===== src/rtl/riscv_defs.sv =====
// Shared RV32I definitions used by the writeback stage: writeback selectors,
// writeback FSM states and load funct3 encodings.
package riscv_defs;

  typedef enum logic [1:0] {
    WB_NONE = 2'b00,
    WB_ALU  = 2'b01,
    WB_LOAD = 2'b10,
    WB_RET  = 2'b11
  } wb_sel_t;

  typedef enum logic {
    IDLE      = 1'b0,
    LOAD_WAIT = 1'b1
  } wb_state_t;

  localparam logic [2:0] F3_LB  = 3'b000;
  localparam logic [2:0] F3_LH  = 3'b001;
  localparam logic [2:0] F3_LW  = 3'b010;
  localparam logic [2:0] F3_LBU = 3'b100;
  localparam logic [2:0] F3_LHU = 3'b101;

endpackage


===== src/rtl/wb_stage_load_align.sv =====
// Combinational load aligner: selects the addressed byte/halfword/word and extends it.
// Misalignment flagging is compiled in only with WB_MISALIGN_CHECK_EN.
module load_align
  import riscv_defs::*;
#(
  parameter int NB_WORD = 32
) (
  input  logic [NB_WORD-1:0] i_rdata,
  input  logic [2:0]         i_funct3,
  input  logic [1:0]         i_addr,
  output logic [NB_WORD-1:0] o_value,
  output logic               o_misaligned
);

  function automatic logic [NB_WORD-1:0] ext_byte(input logic [7:0] b, input logic sgn);
    logic signed [7:0]         bs;
    logic signed [NB_WORD-1:0] r;
    bs = b;
    r  = NB_WORD'(bs);
    return sgn ? r : NB_WORD'(b);
  endfunction

  function automatic logic [NB_WORD-1:0] ext_half(input logic [15:0] h, input logic sgn);
    logic signed [15:0]        hs;
    logic signed [NB_WORD-1:0] r;
    hs = h;
    r  = NB_WORD'(hs);
    return sgn ? r : NB_WORD'(h);
  endfunction

  logic [7:0]  sel_byte;
  logic [15:0] sel_half;

  assign sel_byte = i_rdata[{i_addr, 3'b000} +: 8];
  assign sel_half = i_rdata[{i_addr[1], 4'b0000} +: 16];

  // Reserved funct3 codes fall through to the word path.
  always_comb begin
    o_value = i_rdata;
    case (i_funct3)
      F3_LB:   o_value = ext_byte(sel_byte, 1'b1);
      F3_LBU:  o_value = ext_byte(sel_byte, 1'b0);
      F3_LH:   o_value = ext_half(sel_half, 1'b1);
      F3_LHU:  o_value = ext_half(sel_half, 1'b0);
      default: o_value = i_rdata;
    endcase
  end

`ifdef WB_MISALIGN_CHECK_EN
  always_comb begin
    o_misaligned = 1'b0;
    case (i_funct3)
      F3_LB, F3_LBU: o_misaligned = 1'b0;
      F3_LH, F3_LHU: o_misaligned = i_addr[0];
      default:       o_misaligned = (i_addr != 2'b00);
    endcase
  end
`else
  assign o_misaligned = 1'b0;
`endif

endmodule


===== src/rtl/wb_stage.sv =====
// RV32I writeback stage: registers ALU/return-address writes and waits for load data.
// Optional misaligned-load trapping via WB_MISALIGN_CHECK_EN.
module wb_stage
  import riscv_defs::*;
#(
  parameter int NB_WORD    = 32,
  parameter int NB_ADDR    = 32,
  parameter int NB_OPERAND = 5
) (
  input  logic                  i_clock,
  input  logic                  i_reset,
  input  logic                  i_valid,
  output logic                  o_ready,
  input  logic [NB_OPERAND-1:0] i_rd,
  input  logic [1:0]            i_wb_sel,
  input  logic [2:0]            i_funct3,
  input  logic [NB_WORD-1:0]    i_alu_result,
  input  logic [NB_ADDR-1:0]    i_ret_addr,
  input  logic                  i_dmem_rvalid,
  input  logic [NB_WORD-1:0]    i_dmem_rdata,
  output logic                  o_write,
  output logic [NB_ADDR-1:0]    o_wr_addr,
  output logic [NB_WORD-1:0]    o_wr_value,
  output logic                  o_wr_retaddr,
  output logic [NB_OPERAND-1:0] o_rd_retaddr,
  output logic [NB_ADDR-1:0]    o_ret_addr,
  output logic [NB_WORD-1:0]    o_mem_result,
  output logic                  o_misaligned
);

  wb_state_t state_q, state_d;
  wb_sel_t   sel;
  logic      accept;
  logic      load_done;

  logic [NB_OPERAND-1:0] ld_rd_p0;
  logic [2:0]            ld_funct3_p0;
  logic [1:0]            ld_addr_p0;

  logic [NB_WORD-1:0]    ld_value;
  logic                  ld_misaligned;

  assign sel       = wb_sel_t'(i_wb_sel);
  assign o_ready   = (state_q == IDLE);
  assign accept    = i_valid && o_ready;
  assign load_done = (state_q == LOAD_WAIT) && i_dmem_rvalid;

  load_align #(.NB_WORD(NB_WORD)) u_load_align (
    .i_rdata      (i_dmem_rdata),
    .i_funct3     (ld_funct3_p0),
    .i_addr       (ld_addr_p0),
    .o_value      (ld_value),
    .o_misaligned (ld_misaligned)
  );

  always_ff @(posedge i_clock) begin
    if (i_reset) state_q <= IDLE;
    else         state_q <= state_d;
  end

  always_comb begin
    state_d = state_q;
    case (state_q)
      IDLE:      if (accept && sel == WB_LOAD) state_d = LOAD_WAIT;
      LOAD_WAIT: if (i_dmem_rvalid)            state_d = IDLE;
      default:   state_d = IDLE;
    endcase
  end

  // Stage p0: load context captured at accept, consumed when read data returns.
  always_ff @(posedge i_clock) begin
    if (accept && sel == WB_LOAD) begin
      ld_rd_p0     <= i_rd;
      ld_funct3_p0 <= i_funct3;
      ld_addr_p0   <= i_alu_result[1:0];
    end
  end

  // Output stage: strobes last one cycle, payloads hold until the next write.
  always_ff @(posedge i_clock) begin
    if (i_reset) begin
      o_write      <= 1'b0;
      o_wr_addr    <= '0;
      o_wr_value   <= '0;
      o_wr_retaddr <= 1'b0;
      o_rd_retaddr <= '0;
      o_ret_addr   <= '0;
      o_mem_result <= '0;
      o_misaligned <= 1'b0;
    end else begin
      o_write      <= 1'b0;
      o_wr_retaddr <= 1'b0;
      o_misaligned <= 1'b0;
      if (accept && sel == WB_ALU && i_rd != '0) begin
        o_write      <= 1'b1;
        o_wr_addr    <= NB_ADDR'(i_rd);
        o_wr_value   <= i_alu_result;
        o_mem_result <= i_alu_result;
      end
      if (accept && sel == WB_RET && i_rd != '0) begin
        o_wr_retaddr <= 1'b1;
        o_rd_retaddr <= i_rd;
        o_ret_addr   <= i_ret_addr;
      end
      if (load_done) begin
        if (ld_misaligned) begin
          o_misaligned <= 1'b1;
        end else if (ld_rd_p0 != '0) begin
          o_write      <= 1'b1;
          o_wr_addr    <= NB_ADDR'(ld_rd_p0);
          o_wr_value   <= ld_value;
          o_mem_result <= ld_value;
        end
      end
    end
  end

endmodule


===== config.mk =====
export PLATFORM = sky130hd
export DESIGN_NAME = wb_stage
export DESIGN_NICKNAME = d
export VERILOG_FILES = /design/src/rtl/riscv_defs.sv /design/src/rtl/wb_stage_load_align.sv /design/src/rtl/wb_stage.sv
export SDC_FILE = /design/constraint.sdc
export NUM_CORES = 1
export LEC_CHECK = 0
export BUFFER_PORTS_ARGS = -buffer_cell sky130_fd_sc_hd__buf_2
export CELL_PAD_IN_SITES_DETAIL_PLACEMENT = 1
export CELL_PAD_IN_SITES_GLOBAL_PLACEMENT = 1
export CORE_ASPECT_RATIO = 1.25
export CORE_MARGIN = 2
export CORE_UTILIZATION = 34
export DETAILED_ROUTE_END_ITERATION = 10
export GPL_ROUTABILITY_DRIVEN = 0
export HOLD_SLACK_MARGIN = 0.05
export PLACE_DENSITY = 0.9
export SYNTH_ARGS = -nofsm -noshare
export SYNTH_HDL_FRONTEND = slang
export SYNTH_SLANG_ARGS = --single-unit

===== constraint.sdc =====
create_clock -name i_clock -period 2.6 [get_ports i_clock]
set_input_delay 0.52 -clock i_clock [delete_from_list [all_inputs] [get_ports i_clock]]
set_output_delay 0.52 -clock i_clock [all_outputs]
set_load 0.1 [all_outputs]

Word level (Yosys, flattened, before mapping)
Index checks and enable logic that the tools add are counted.
W data, S select, Z words.
Cells by class
  eq/ne operators: 6
  shift operators: 2
  muxes and demuxes: 17
  bitwise logic cells: 1
  reductions and logical operators: 10
Operators by type and width (number)
  $mux W32: 9
  $pmux W32 S4: 1
  $shiftx A32 B6 Y16: 1
  $shiftx A32 B6 Y8: 1
  $reduce_bool A5 Y1: 2
  $logic_and A1 B1 Y1: 7
  $eq A3 B3 Y1 const B: 2
  $mux W1: 6
  $eq A2 B2 Y1 const B: 2
  $eq A3 B1 Y1 const B: 1
  $logic_not A3 Y1: 1
  $eq A2 B1 Y1 const B: 1
  $pmux W1 S2: 1
  $not A1 Y1: 1
Storage, ports and cells
  bits in registers: 146
  bits of input ports: 110
  output and inout port bits: 137
  logic and storage cells: 47

Depth between registers and ports, before layout
  depth after elaboration: 7
  mapped depth: 7
  mapped depth without buffers: 5

By module
Synthesis repeated with hierarchy kept, for this count alone.
Second synthesis, totals
  cell total of the unflattened synthesis: 665
  area, all modules: 5735.5 um2
By module, submodules not included
  wb_stage: times used 1, cells each 554, area an instance 5096.1 um2, sequential area each 3042.9 um2
  load_align: times used 1, cells each 111, area an instance 639.4 um2, sequential area each 0.0 um2

Least setup slack after synthesis
OpenSTA, ideal clock, no wires.
  kind: input-to-reg
  from: input port i_rd[0]
  to: register o_mem_result[23]
  library setup time: 0.115 ns
  arrival: 1.933 ns
  data required time: 2.485 ns
  setup slack: 0.551 ns
  stages: 6
  path buffers: 1
  cell sequence: or4_4 o21ai_4 nor2_1 buf_2 a32o_1 a21o_1
On the way
  cells in the longest elaborated chain, start to end: 5
Ends and longest elaborated chain
  start, declared: RTL line wb_stage.sv:14  | input logic [NB_OPERAND-1:0] i_rd,
  $reduce_bool A5 Y1 (*): RTL line wb_stage.sv:94  | if (accept && sel == WB_ALU && i_rd != '0) begin
  $logic_and A1 B1 Y1 (*): RTL line wb_stage.sv:94
  $mux W32 (*): RTL line wb_stage.sv:94
  $mux W32: RTL line wb_stage.sv:108  | end else if (ld_rd_p0 != '0) begin
  $mux W32 (*): RTL line wb_stage.sv:105  | if (load_done) begin
  end signal, assigned: RTL line wb_stage.sv:98  | o_mem_result <= i_alu_result;
  end signal, assigned: RTL line wb_stage.sv:112  | o_mem_result <= ld_value;
  end, declared: RTL line wb_stage.sv:27  | output logic [NB_WORD-1:0] o_mem_result,
Mark *: on every way between the ends. The rest lies on a longest branch, timed or not.
A chain may end at the register's enable or synchronous reset.

Final worst setup path
  from: register ld_funct3_p0[0]
  to: register o_mem_result[2]
On the way
  cells in the longest elaborated chain, start to end: 4
  elaborated cells on any way between the ends: 7
  those cells by class: eq/ne (3); mux (3); reduce/logical (1)
Ends and longest elaborated chain
  start, declared: RTL line wb_stage.sv:37  | logic [2:0] ld_funct3_p0;
  start signal, assigned: RTL line wb_stage.sv:74  | ld_funct3_p0 <= i_funct3;
  $eq A3 B3 Y1 (tied with other cells): RTL line wb_stage_load_align.sv:40  | case (i_funct3)
  $pmux W32 S4 (*): RTL line wb_stage_load_align.sv:40
  $mux W32 (*): RTL line wb_stage.sv:108
  $mux W32 (*): RTL line wb_stage.sv:105
Marked as above.

==> results.ini <==
[run_status]
status=completed

[logic_synthesis]
yosysSeqAreaShare_pct=52.4
synthArstFlopShare_pct=0
yosysWarnings=0
synthFlopType=dfxtp_1
synth_fp_nets=725
yosysUniqueCellTypes=48
synth.largest_area_cell=dfxtp_1
synth_common_cells=136 x dfxtp_1, 106 x nand2_1, 69 x a21oi_1
synthCells=615
ys_ff_latch=146
synth.avg_cell_area_um2=9.37
post-synth-top-count-cell=dfxtp_1
yosysTopAreaCellShare_pct=47.2
synth_area_leaders=dfxtp_1 47%, nand2_1 6.9%, a21oi_1 6.0%, edfxtp_1 5.2%, a221o_1 4.7%
netlist_area_mm2=0.00577
synth_edf_count=10

[setup_path]
path_class=flop to flop
cp.required_ps=2930
path_buf_inv=0
critical_path.cell_chain=nor2b_1, a2111oi_0, a31oi_1, a21boi_0, a211oi_1
crit_path_start_kind=flop
slowest_stage=nor2b_1
cpPeakStageDelay_ps=820
crit_fanout=14
end_kind=flop
r2r-start=ld_funct3_p0[0]
setup.worst_path.start=ld_funct3_p0[0]
critical-path-top-delay-family=compound AO/OA/AOI/OAI gates
cp_data_arrival_time_ps=2600

[clocking]
insertion_delay_ps=420
cts_setup_buffers=0
cts_hold_buffers=0
h-tree-depth=4
clock-root-buffer=clkbuf_16
clk_path_buf_depth=2
cts_buffers=17
cts_resized=0
clkTransAtPathRegs_ps=60
cts_tree=built
cts.sinks=146

[floorplanning]
ioPinCount=247
num_rows=53
fp.dieArea_mm2=0.0180
fp.dieH_um=150
initial_utilization_pct=34.5
core-area_mm2=0.0167
die_w_um=120

[detailed_routing]
wire_per_inst_um=17.7
routed_wl_um=19300
drc_errors=0
via_count=5600
drtIter0Drc=248
drt-pass1-iter-count=5
viasPerCell=5.15
antenna_left=0

[flow_run]
maxCapViolCount=0

[sta]
slew_headroom_pct=30.3
period_share_pct=87.3
setup_viol=0
drv_slew=0
fmax_mhz=440
holdWs_ps=275
fin_skew_ps=8.04
fin_ws_ps=329
finalSetupTns_ps=0
min_period_ps=2270
rsz0062_at_grt=no
hold_viol=0
worstMarginPinSlew_ps=1040

[cells_and_area]
nets=963
syn2layout_area_growth_pct=36.7
drive_above_1_share_pct=35.2

[power]
seqPwrFrac_pct=39.1
vdd_drop_max_uv=460
switching_share_pct=29.8
power_frac_comb_pct=16.2
power.internal_mw=4.27
p_per_area_mw_per_mm2=772
power.leakage_nw=3.84
p_clk_share_pct=44.7
p_sw_mw=1.81

[hold_path]
hp-start=i_funct3[2]
hp-class=input port to flop

[global_route]
antenna_found_initial=2
grt_use_total_pct=21.2
grt_max_degree=74
grt_overflow=0
grt_pass1_vias=5720
grt_pass1_wl_um=29800

[placed_design]
dp_slack_ps=295
dp_hpwl_um=14500
portBuffers=245

[layout make-up]
type	count	area [µm²]
clock inverter	15	229
tap	220	275
clock buffer	17	425
sequential	146	3020
multi-input combinational	419	2500
inverter	2	7.51
fill	2056	8830
antenna	1	2.50
timing repair buffer	267	1420
[cell families (layout without fill, tap and decap cells)]
group / Yosys count / count (layout) / share of synthesized area (%)
other: 1 / 2 / 0.0650
and+or+nand+nor: 211 / 211 / 17.8
muxes: 4 / 4 / 0.933
buffers and inverters: 50 / 301 / 4.17
AOI/OAI and AO/OA: 203 / 203 / 24.6
DFF: 146 / 146 / 52.4
[placed cells by master (no fill, tap or decap), drive strengths merged, types with 4 or more instances in the layout]
| cell type | instances |
|---|---|
| buf | 267 |
| dfxtp | 136 |
| nand2 | 106 |
| a21oi | 69 |
| and2 | 28 |
| a221o | 27 |
| o21ai | 24 |
| nor2 | 23 |
| a21o | 20 |
| clkbuf | 17 |
| a211oi | 15 |
| nand2b | 14 |
| a21boi | 13 |
| nand3 | 10 |
| a32o | 10 |
| edfxtp | 10 |
| and3 | 8 |
| nand3b | 7 |
| o211ai | 6 |
| o211a | 6 |
| inv | 6 |
| a22oi | 5 |
| bufinv | 5 |
| clkinv | 5 |
| nor2b | 4 |
[worst paths after layout]
check	end	slack [ps]	depth (start not counted)
max	o_mem_result[2]	330	5
min reg2reg	o_mem_result[21]	450	1
min	ld_funct3_p0[2]	280	1
max reg2reg	o_mem_result[2]	330	5
[registers in the layout, summed over array words and instances (netlist names), 2 cells and up]
register and count:
ld_addr_p0 2, ld_funct3_p0 3, ld_rd_p0 5, o_mem_result 32
o_rd_retaddr 5, o_ret_addr 32, o_wr_addr 32, o_wr_value 32
[power by group through the flow]
stage          sequential, mW  clock (mW)  combinational [mW]
2_1_floorplan            2.93           0               0.232
3_3_place_gp             2.42           0               0.972
3_5_place_dp             2.43           0               0.987
4_1_cts                  2.38        2.77               0.991
5_1_grt                  2.39        2.86                1.04
6_report                 2.38        2.72               0.984
[stage by stage]
| step | cell area [µm²] | power (mW) | std cells | utilization (%) |
|---|---|---|---|---|
| 3_3_place_gp | 7230 | 3.40 | 1054 | 43.2 |
| 5_1_grt | 7880 | 6.29 | 1087 | 47.2 |
| 2_1_floorplan | 5770 | 3.16 | 615 | - |
| 6_report | 7880 | 6.08 | 1087 | 47.2 |
| 4_1_cts | 7880 | 6.14 | 1086 | 47.2 |
| 3_5_place_dp | 7230 | 3.42 | 1054 | 43.2 |
[layer usage]
| metal | track usage (%) | up-vias | share of wire [%] |
|---|---|---|---|
| met1 | 23.6 | 2682 | 39 |
| met3 | 7.24 | 30 | 8.1 |
| met5 | 0 | - | 0.052 |
| met2 | 37.0 | 213 | 51 |
| met4 | 8.49 | 2 | 2.2 |
| li1 | - | 2673 | - |
(Power assumes the default switching activity.)
